--- src/rtl/irq_pkg.sv ---
// Shared definitions for the interrupt arbiter: register indices,
// source-index width and the per-source gateway state encoding.
package irq_pkg;

  localparam int MAX_SRC = 15;
  localparam int IDX_W   = 4;

  localparam logic [3:0] REG_ENABLE  = 4'h0;
  localparam logic [3:0] REG_EDGE    = 4'h1;
  localparam logic [3:0] REG_PRIO    = 4'h2;
  localparam logic [3:0] REG_THRESH  = 4'h3;
  localparam logic [3:0] REG_PENDING = 4'h4;
  localparam logic [3:0] REG_CLAIM   = 4'h5;

  typedef enum logic [1:0] {
    IDLE    = 2'd0,
    PENDING = 2'd1,
    CLAIMED = 2'd2
  } gw_state_e;

endpackage

--- src/rtl/irq_gateway.sv ---
// Per-source interrupt gateway: turns a synchronized line into an
// IDLE/PENDING/CLAIMED request, remembering edges that arrive while claimed.
module irq_gateway
  import irq_pkg::*;
(
  input  logic      clk,
  input  logic      reset,
  input  logic      edge_mode,
  input  logic      sync_in,
  input  logic      claim,
  input  logic      complete,
  output gw_state_e state
);

  gw_state_e state_d, state_q;
  logic      rearm_d, rearm_q;
  logic      prev_d, prev_q;
  logic      edge_trig;
  logic      trig;

  // An edge seen in the claim cycle or while claimed re-pends on complete.
  always_comb begin
    prev_d    = sync_in;
    edge_trig = edge_mode & sync_in & ~prev_q;
    trig      = edge_mode ? edge_trig : sync_in;
    state_d   = state_q;
    rearm_d   = rearm_q;
    case (state_q)
      IDLE: begin
        if (trig) state_d = PENDING;
      end
      PENDING: begin
        if (claim) begin
          state_d = CLAIMED;
          rearm_d = edge_trig;
        end
      end
      CLAIMED: begin
        if (complete) begin
          state_d = (rearm_q | edge_trig) ? PENDING : IDLE;
          rearm_d = 1'b0;
        end else if (edge_trig) begin
          rearm_d = 1'b1;
        end
      end
      default: begin
        state_d = IDLE;
        rearm_d = 1'b0;
      end
    endcase
  end

  always_ff @(posedge clk or posedge reset) begin
    if (reset) begin
      state_q <= IDLE;
      rearm_q <= 1'b0;
      prev_q  <= 1'b0;
    end else begin
      state_q <= state_d;
      rearm_q <= rearm_d;
      prev_q  <= prev_d;
    end
  end

  assign state = state_q;

endmodule

--- src/rtl/irq_arbiter.sv ---
// Interrupt arbiter: synchronizes NUM_SRC lines, gates them per source and
// picks the highest-priority enabled request above threshold via a claim/complete CSR.
module irq_arbiter
  import irq_pkg::*;
#(
  parameter int NUM_SRC = 8,
  parameter int PRIO_W  = 3
) (
  input  logic               clk,
  input  logic               reset,
  input  logic [NUM_SRC-1:0] irq_src,
  input  logic [3:0]         addr,
  input  logic [31:0]        wdata,
  input  logic               write_en,
  input  logic               read_en,
  output logic [31:0]        rdata,
  output logic               irq_out
);

  localparam int PRIO_BITS = NUM_SRC * PRIO_W;
  localparam int PRIO_VIS  = (PRIO_BITS > 32) ? 32 : PRIO_BITS;
  localparam int LEAVES    = 16;
  localparam int NODES     = 2 * LEAVES - 1;

  logic [NUM_SRC-1:0]   sync1_d, sync1_q, sync2_d, sync2_q;
  logic [NUM_SRC-1:0]   enable_d, enable_q, edge_d, edge_q;
  logic [PRIO_BITS-1:0] prio_d, prio_q;
  logic [PRIO_W-1:0]    thresh_d, thresh_q;
  logic [31:0]          rdata_d, rdata_q, rd_mux;
  logic                 irq_d, irq_q;

  gw_state_e            gw_state [NUM_SRC];
  logic [NUM_SRC-1:0]   pending, cand, claim_vec, complete_vec;
  logic                 claim_rd, claim_wr;

  logic                 node_valid [NODES];
  logic [PRIO_W-1:0]    node_prio  [NODES];
  logic [IDX_W-1:0]     node_idx   [NODES];
  logic                 win_valid;
  logic [IDX_W-1:0]     win_idx;

  always_comb begin
    sync1_d = irq_src;
    sync2_d = sync1_q;
  end

  for (genvar g = 0; g < NUM_SRC; g++) begin : g_gw
    irq_gateway u_gw (
      .clk       (clk),
      .reset     (reset),
      .edge_mode (edge_q[g]),
      .sync_in   (sync2_q[g]),
      .claim     (claim_vec[g]),
      .complete  (complete_vec[g]),
      .state     (gw_state[g])
    );
  end

  always_comb begin
    for (int i = 0; i < NUM_SRC; i++) begin
      pending[i] = (gw_state[i] == PENDING);
      cand[i]    = pending[i] & enable_q[i]
                 & (prio_q[i*PRIO_W +: PRIO_W] != '0)
                 & (prio_q[i*PRIO_W +: PRIO_W] > thresh_q);
    end
  end

  // Heap-ordered comparison tree; the left child always holds the lower
  // indices, so it wins ties.
  always_comb begin
    for (int n = 0; n < NODES; n++) begin
      node_valid[n] = 1'b0;
      node_prio[n]  = '0;
      node_idx[n]   = '0;
    end
    for (int i = 0; i < NUM_SRC; i++) begin
      node_valid[LEAVES-1+i] = cand[i];
      node_prio[LEAVES-1+i]  = prio_q[i*PRIO_W +: PRIO_W];
      node_idx[LEAVES-1+i]   = IDX_W'(i);
    end
    for (int n = LEAVES - 2; n >= 0; n--) begin
      if (node_valid[2*n+2] &&
          (!node_valid[2*n+1] || (node_prio[2*n+2] > node_prio[2*n+1]))) begin
        node_valid[n] = node_valid[2*n+2];
        node_prio[n]  = node_prio[2*n+2];
        node_idx[n]   = node_idx[2*n+2];
      end else begin
        node_valid[n] = node_valid[2*n+1];
        node_prio[n]  = node_prio[2*n+1];
        node_idx[n]   = node_idx[2*n+1];
      end
    end
    win_valid = node_valid[0];
    win_idx   = node_idx[0];
  end

  always_comb begin
    claim_rd = read_en & (addr == REG_CLAIM);
    claim_wr = write_en & (addr == REG_CLAIM);
    for (int i = 0; i < NUM_SRC; i++) begin
      claim_vec[i]    = claim_rd & win_valid & (win_idx == IDX_W'(i));
      complete_vec[i] = claim_wr & (wdata == 32'(i + 1));
    end
  end

  always_comb begin
    enable_d = enable_q;
    edge_d   = edge_q;
    prio_d   = prio_q;
    thresh_d = thresh_q;
    if (write_en) begin
      case (addr)
        REG_ENABLE: enable_d = wdata[NUM_SRC-1:0];
        REG_EDGE:   edge_d   = wdata[NUM_SRC-1:0];
        REG_PRIO:   prio_d[PRIO_VIS-1:0] = wdata[PRIO_VIS-1:0];
        REG_THRESH: thresh_d = wdata[PRIO_W-1:0];
        default: ;
      endcase
    end
  end

  // Reads sample pre-edge state, so a same-cycle write is not visible yet.
  always_comb begin
    rd_mux = '0;
    case (addr)
      REG_ENABLE:  rd_mux[NUM_SRC-1:0]  = enable_q;
      REG_EDGE:    rd_mux[NUM_SRC-1:0]  = edge_q;
      REG_PRIO:    rd_mux[PRIO_VIS-1:0] = prio_q[PRIO_VIS-1:0];
      REG_THRESH:  rd_mux[PRIO_W-1:0]   = thresh_q;
      REG_PENDING: rd_mux[NUM_SRC-1:0]  = pending;
      REG_CLAIM: begin
        if (win_valid) rd_mux[IDX_W:0] = {1'b0, win_idx} + (IDX_W+1)'(1);
      end
      default: ;
    endcase
    rdata_d = read_en ? rd_mux : rdata_q;
    irq_d   = |cand;
  end

  always_ff @(posedge clk or posedge reset) begin
    if (reset) begin
      sync1_q  <= '0;
      sync2_q  <= '0;
      enable_q <= '0;
      edge_q   <= '0;
      prio_q   <= '0;
      thresh_q <= '0;
      rdata_q  <= '0;
      irq_q    <= 1'b0;
    end else begin
      sync1_q  <= sync1_d;
      sync2_q  <= sync2_d;
      enable_q <= enable_d;
      edge_q   <= edge_d;
      prio_q   <= prio_d;
      thresh_q <= thresh_d;
      rdata_q  <= rdata_d;
      irq_q    <= irq_d;
    end
  end

  assign rdata   = rdata_q;
  assign irq_out = irq_q;

endmodule

--- config.mk ---
export PLATFORM = sky130hd
export DESIGN_NAME = irq_arbiter
export DESIGN_NICKNAME = d
export VERILOG_FILES = /design/src/rtl/irq_pkg.sv /design/src/rtl/irq_gateway.sv /design/src/rtl/irq_arbiter.sv
export SDC_FILE = /design/constraint.sdc
export NUM_CORES = 1
export LEC_CHECK = 0
export CAP_MARGIN = 10
export CORE_MARGIN = 4
export CORE_UTILIZATION = 40
export CTS_CLUSTER_DIAMETER = 200
export DETAILED_ROUTE_END_ITERATION = 6
export PLACE_DENSITY = 0.59
export SLEW_MARGIN = 30
export SYNTH_ARGS = -nofsm -noshare
export SYNTH_HDL_FRONTEND = slang
export SYNTH_SLANG_ARGS = --single-unit
--- constraint.sdc ---
create_clock -name clk -period 6.55 [get_ports clk]
set_input_delay 1.31 -clock clk [delete_from_list [all_inputs] [get_ports clk]]
set_output_delay 1.31 -clock clk [all_outputs]
set_load 0.005 [all_outputs]
## Yosys cells after proc, flatten, opt, wreduce, memory -nomap -nowiden

Index checks and enable logic that the tools add are counted.

- Add/subtract/negate cells: 1
- Order comparisons: 15
- Equality and inequality tests: 68
- Multiplexer cells: 105
- Bitwise operators: 83
- Reductions and logical operators: 60

Operator list:

| cell | number |
|---|---|
| == test 32 x 3 -> 1 bit, second input constant | 4 |
| == test 32 x 2 -> 1 bit, second input constant | 2 |
| bitwise AND 1 bit | 59 |
| two-way mux 1 bit | 51 |
| two-way mux 2 bit | 24 |
| != test 2 x 1 -> 1 bit, second input constant | 24 |
| case mux 2 bit (3 select lines) | 8 |
| AND reduction 3 bit | 16 |
| > comparator 3 bit | 15 |
| == test 32 x 1 -> 1 bit, second input constant | 1 |
| == test 32 x 4 -> 1 bit, second input constant | 1 |
| == test 4 x 3 -> 1 bit, second input constant | 6 |
| != test 3 x 1 -> 1 bit, second input constant | 8 |
| case mux 1 bit (3 select lines) | 8 |
| nonzero test 3 bit | 8 |
| two-way mux 3 bit | 6 |
| case mux 3 bit (6 select lines) | 1 |
| == test 2 x 1 -> 1 bit, second input constant | 8 |
| == test 2 bit, second input constant | 8 |
| == test 4 x 2 -> 1 bit, second input constant | 4 |
| logical NOT 2 bit | 8 |
| two-way mux 16 bit | 1 |
| NOT 1 bit | 16 |
| two-way mux 4 bit | 3 |
| other kinds (12) | 42 |

- Bits in registers: 116
- Bits of input ports: 48
- Output and inout bits: 33
- Logic and storage cells: 364

## Logic depth before layout (Yosys ltp)

- Depth in word-level cells: 20
- Gate-level depth with buffers: 30
- Mapped depth without buffers: 30

## Modules after synthesis

A second synthesis with hierarchy kept.

- Cell total of the unflattened synthesis: 719
- Area total of the unflattened synthesis: 7,628.6 µm²

Modules (own cells, without submodules):

| module | instances | cells an instance | area an instance (µm²) | sequential area each (µm²) |
|---|---|---|---|---|
| irq_arbiter | 1 | 503 | 5,366.4 | 2,102.0 |
| irq_gateway | 8 | 27 | 282.8 | 100.1 |

## Worst setup path before layout

No wires, ideal clock.

- Path kind: register -> register
- From: register thresh_q[2]
- To: register g_gw[3].u_gw.state_q[0]
- Library setup time: 0.128 ns
- Data arrival time: 5.977 ns
- Data required time: 6.422 ns
- Path slack: 0.445 ns
- Cell stages (with the launch flop): 28
- Path buffers: 0
- Period minus slack after synthesis: 6.105 ns
- Cell sequence: dfrtp_1 > inv_1 > ha_1 > and3_1 > a2111o_1 > o21ai_1 > mux2_2 > ha_1 > nor2b_1 > o21a_1 > o21ai_1 > a21boi_0 > o21ai_0 > o31a_1 > ha_1 > nor2b_1 > o21a_1 > o21ai_1 > o41ai_4 > nand2b_1 > nor3_1 > or2_1 > ha_1 > ha_1 > nand2_1 > a21oi_1 > o221ai_1 > mux2_1

- Cells in the longest elaborated chain, start to end: 18
- Elaborated cells on any way between the ends: 65
- Classes of those cells: order compare: 11; eq/ne: 2; mux: 20; bitwise: 10; reduce/logical: 22

RTL lines:

| what | RTL line | text |
|---|---|---|
| start, declared | irq_arbiter.sv:28 | `logic [PRIO_W-1:0] thresh_d, thresh_q;` |
| start signal, assigned | irq_arbiter.sv:156 | `thresh_q <= thresh_d;` |
| > comparator 3 bit | irq_arbiter.sv:64 | `& (prio_q[i*PRIO_W +: PRIO_W] > thresh_q);` |
| bitwise AND 1 bit | irq_arbiter.sv:64 |  |
| logical NOT 1 bit | irq_arbiter.sv:83 | `(!node_valid[2*n+1] \|\| (node_prio[2*n+2] > node_prio[2*n+1]))) begin` |
| logical OR 1 bit | irq_arbiter.sv:83 |  |
| logical AND 1 bit | irq_arbiter.sv:82 | `if (node_valid[2*n+2] &&` |
| two-way mux 3 bit / two-way mux 1 bit (equally long branches) | irq_arbiter.sv:82 |  |
| > comparator 3 bit / logical NOT 1 bit (equally long branches) | irq_arbiter.sv:83 |  |
| logical OR 1 bit | irq_arbiter.sv:83 |  |
| (+2 left out) | - |  |
| > comparator 3 bit / logical NOT 1 bit (equally long branches) | irq_arbiter.sv:83 |  |
| logical OR 1 bit | irq_arbiter.sv:83 |  |
| logical AND 1 bit | irq_arbiter.sv:82 |  |
| two-way mux 4 bit / two-way mux 1 bit (equally long branches) | irq_arbiter.sv:82 |  |
| == test 4 x 2 -> 1 bit / bitwise AND 1 bit (equally long branches) | irq_arbiter.sv:101 | `claim_vec[i] = claim_rd & win_valid & (win_idx == IDX_W'(i));` |
| bitwise AND 1 bit (*) | irq_arbiter.sv:101 |  |
| != test 2 x 1 -> 1 bit (no line) (*) | - |  |
| AND reduction 3 bit (no line) (*) | - |  |
| end signal, assigned | irq_gateway.sv:59 | `state_q <= state_d;` |
| end, declared | irq_gateway.sv:15 | `gw_state_e state_d, state_q;` |

Every way passes the cells marked *; elsewhere a longest branch is shown, timed or not.
A chain may end at the register's enable or synchronous reset.

## Worst setup path after layout

- From: register thresh_q[1]
- To: register g_gw[6].u_gw.state_q[0]

- Cells in the longest elaborated chain, start to end: 18
- Elaborated cells on any way between the ends: 65
- Classes of those cells: order compare: 11; eq/ne: 2; mux: 20; bitwise: 10; reduce/logical: 22

RTL lines:

| what | RTL line |
|---|---|
| > comparator 3 bit | irq_arbiter.sv:64 |
| bitwise AND 1 bit | irq_arbiter.sv:64 |
| logical NOT 1 bit | irq_arbiter.sv:83 |
| logical OR 1 bit | irq_arbiter.sv:83 |
| logical AND 1 bit | irq_arbiter.sv:82 |
| two-way mux 3 bit / two-way mux 1 bit (equally long branches) | irq_arbiter.sv:82 |
| > comparator 3 bit / logical NOT 1 bit (equally long branches) | irq_arbiter.sv:83 |
| logical OR 1 bit | irq_arbiter.sv:83 |
| (+2 left out) | - |
| > comparator 3 bit / logical NOT 1 bit (equally long branches) | irq_arbiter.sv:83 |
| logical OR 1 bit | irq_arbiter.sv:83 |
| logical AND 1 bit | irq_arbiter.sv:82 |
| two-way mux 4 bit / two-way mux 1 bit (equally long branches) | irq_arbiter.sv:82 |
| == test 4 x 3 -> 1 bit / bitwise AND 1 bit (equally long branches) | irq_arbiter.sv:101 |
| bitwise AND 1 bit (*) | irq_arbiter.sv:101 |
| != test 2 x 1 -> 1 bit (no line) (*) | - |
| AND reduction 3 bit (no line) (*) | - |
| end signal, assigned | irq_gateway.sv:59 |
| end, declared | irq_gateway.sv:15 |

Marked as above.

==> metrics.md <==
| Metric | Value |
|---|---|
| Std cell rows | `a little under 50` |
| Endpoint of the worst hold-timing path | `sync2_q[5]` |
| Switching component of the power | `roughly 0.0012 W` |
| Endpoints failing setup | `0` |
| Synthesized flop and latch total | `roughly 120` |
| Top-level I/O count | `81` |
| Worst-Skew Late Latency | `between 0.4 and 0.5 ns` |
| Initial antenna violation count | `0` |
| Hold crit path type | `flop to flop` |
| Routed length on met1 | `approximately 9100 µm` |
| Worst Setup Path Type | `flop to flop` |
| Power density normalized to cell area | `~350 nW/µm²` |
| Cell class contributing the biggest share of worst-path delay | `compound AO/OA/AOI/OAI gates` |
| Shortest clock period the worst path allows after layout | `~6.3 ns` |
| Avg WL per Cell | `between 15 and 20 µm` |
| First-pass GRT wire length | `32900 µm` |
| Number of nets at the end of the flow | `roughly 960` |
| Number of max-slew violations in the final report | `0` |
| CTS Sinks | `roughly 120` |
| Total internal power | `approximately 0.0020 W` |
| Number of flops mapped to enable cells by yosys | `0` |
| Distinct cell type count of the synthesized netlist | `between 60 and 70` |
| PortBufs | `72` |
| Launch point of the worst reg-to-reg path | `thresh_q[1]` |
| GRT overflow | `0` |
| Yosys warning total | `0` |
| WL met3 | `956 µm` |
| Layout Cells excl Fill | `1059` |
| Tcrit/Tclk final | `between 90 and 100%` |
| Number of hold violations in the final report | `0` |
| Antenna Diode Count | `0` |
| Clk network pwr share | `between 20% and 30%` |
| Total Routing Usage GR | `20.4%` |
| Count of buffering cells on the critical path with inverters included | `3` |
| Crit path top cell by count | `ha_1` |
| TritonCTS buffer count | `17` |
| Sequential power share | `a little under a third` |
| Commonest non-fill, non-tap cell in the layout | `dfrtp_1` |
| Met2 wirelength from detailed routing | `approximately 10000 µm` |
| Total die area | `between 20000 and 25000 µm²` |
| Maximum number of pins on one net before global-route repair | `60` |
| Placed cell count | `a little over 1000` |
| Dominant register cell in the synthesized netlist | `dfrtp_1` |
| Post-route DRC violation count | `0` |
| WP data arrival | `6.60 ns` |
| Worst ir drop on vdd | `0.000210 V` |
| Leakage power figure | `about 4.1 nW` |
| Depth of the CTS H-tree | `4` |
| Initial Utilization | `approximately two fifths` |
| Clock Root Buffer | `clkbuf_16` |
| Count of nets left with antenna violations after detail routing | `0` |
| Area of the mapped netlist | `7440 µm²` |
| Total of hold buffers inserted after clock tree synthesis | `0` |
| Critical path peak fanout | `8` |
| CORE AREA | `approximately 18000 µm²` |
| Switching part of the total power | `a little under two fifths` |
| Most frequent cells in the layout | `116 x dfrtp_1, 90 x ha_1, 72 x clkdlybuf4s50_1` |
| Via total after detailed routing | `~5900` |
| HPWL after DPL | `roughly 16000 µm` |
| Via-per-instance ratio | `approximately 5.6` |
| Clk buf depth | `2` |
| CP max-delay cell | `a221oi_2` |
| Filler Cell Count | `~1600` |
| Cells on worst reg2reg path | `27` |
| Number of global-route vias before repair | `6227` |
| DR pass1 iterations | `5` |
| Worst endpoint required time | `~6.9 ns` |
| Setup slack, reg-to-reg | `0.24 ns` |
| Setup WS post-layout | `around 0.24 ns` |
| Setup repair after global routing missed its margin | `yes` |
| Fraction of layout instances using a drive strength above 1 | `between 15 and 20%` |
| Share of async-settable or async-resettable flops after synthesis | `100%` |
| Worst r2r dst | `g_gw[6].u_gw.state[0]` |
| Routability cong. | `0.935` |
| Starting DRC count in detailed routing | `between 200 and 300` |
| Clock tree from TritonCTS | `yes` |
| Reported max-cap violation count | `0` |
| Max-slew headroom at the worst pin | `38.1%` |
| Total length of routed wires | `around 21000 µm` |
| Launch point of the worst hold path | `sync1_q[5]` |
| Area added between synthesis and finish | `23.6%` |
| Die Width | `about 140 µm` |
| Sequential cell area fraction in the yosys report | `roughly 39%` |
| Top Metal Used | `met4` |
| Vertical die dimension | `roughly 140 µm` |
| Number of standard cells after synthesis | `approximately 720` |
| Average size of a mapped cell | `10.4 µm²` |
| Type of destination of the critical path | `flop` |
| Outcome | `finished clean` |
| Type of origin of the critical path | `flop` |
| Tightest Pin Transition | `between 0.9 and 1 ns` |
| Fmax achieved | `0.159 GHz` |
| Largest incremental delay on the critical path | `about 0.43 ns` |
| Post-placement worst setup slack | `around 0.024 ns` |
| Worst clock skew | `~0.0081 ns` |
| Hold Path Depth | `0` |
| Part of the power in combinational logic | `approximately two fifths` |
| Clock slew at the register clock pins of the worst setup and hold paths | `around 0.06 ns` |
## worst max-delay path by stage
stage	startpoint	to	cells past startpoint
after global routing	thresh_q[1]	g_gw[6].u_gw.state[1]	27
after global placement	thresh_q[2]	g_gw[3].u_gw.state[1]	29
after CTS	thresh_q[1]	g_gw[6].u_gw.state[0]	27
final	thresh_q[1]	g_gw[6].u_gw.state[0]	27
after detailed placement	thresh_q[1]	g_gw[6].u_gw.state[0]	27
after floorplan	thresh_q[2]	g_gw[3].u_gw.state[0]	27
## power groups by stage
stage	clock network (W)	registers, W	logic, W
CTS	0.000895	0.00102	0.00127
global route	0.000927	0.00105	0.00149
floorplan	0	0.000973	0.000908
detailed placement	0	0.00103	0.00125
global placement	0	0.00102	0.00119
finish	0.000880	0.00102	0.00132
## cells in the mapped netlist, drive strengths merged, types with 11 or more instances
cell       n  area share, %
o2bb2ai   21            2.5
mux2i     14            1.9
mux2      59            8.9
nor2      24            1.2
clkbuf    11           0.57
a21oi     26            1.7
nor2b     18            1.5
dfrtp    116             39
nand3     16            1.1
buf       12            1.2
ha        91             15
inv       68            3.4
o21ai     50            3.4
nand2     62            3.1
## sequential cells by signal, summed over array words and instances, names as in the netlist
register,cells
g_gw.u_gw.state,16
enable_q,8
g_gw.u_gw.prev_q,8
edge_q,8
prio_q,24
irq_out,1
g_gw.u_gw.rearm_q,8
rdata,24
sync1_q,8
thresh_q,3
sync2_q,8
## stage by stage
step,TNS [ns],cell area [µm²],utilization [%],power (W),hold slack [ns]
after floorplan,0,7460,-,0.00188,0.331
after detailed placement,0,8490,46.8,0.00229,0.335
after CTS,0,9050,49.9,0.00318,0.340
after global placement,0,8480,46.7,0.00221,0.332
after global routing,-0.144,9190,50.6,0.00346,0.364
final,0,9190,50.6,0.00322,0.339
## area by class of cell
cell class              instances  area (µm²)  share of cell area [%]
repair buffers                 97         908                    9.89
well taps                     229         287                    3.12
clock buffers                  20         447                    4.86
inverters                      68         262                    2.85
flip-flops and latches        116        2900                    31.6
clock inverters                12         108                    1.17
multi-input cells             517        4280                    46.5
## cell families after synthesis
group                      count (synthesis)  synth area share [%]
and+or+nand+nor                          163                  11.3
adders and majority gates                 91                  15.3
AOI/OAI and AO/OA                        181                  17.9
muxes                                     74                  11.1
buffers and inverters                     91                  5.25
DFF                                      116                  39.0
other                                      1                0.0504
## per-layer routing
metal	vias up	GRT usage, %
met5	-	0
met1	2928	25.6
li1	2783	-
met2	163	35.2
met3	23	4.53
met4	0	6.33
## timing repair
action / CTS / global route
buffers inserted: 0 / 8
setup endpoints to repair: 2 / 25
pin swaps: 1 / 9
gates cloned: 0 / 0
resized for setup: 2 / 19
Power figures use the tool's default switching activity.
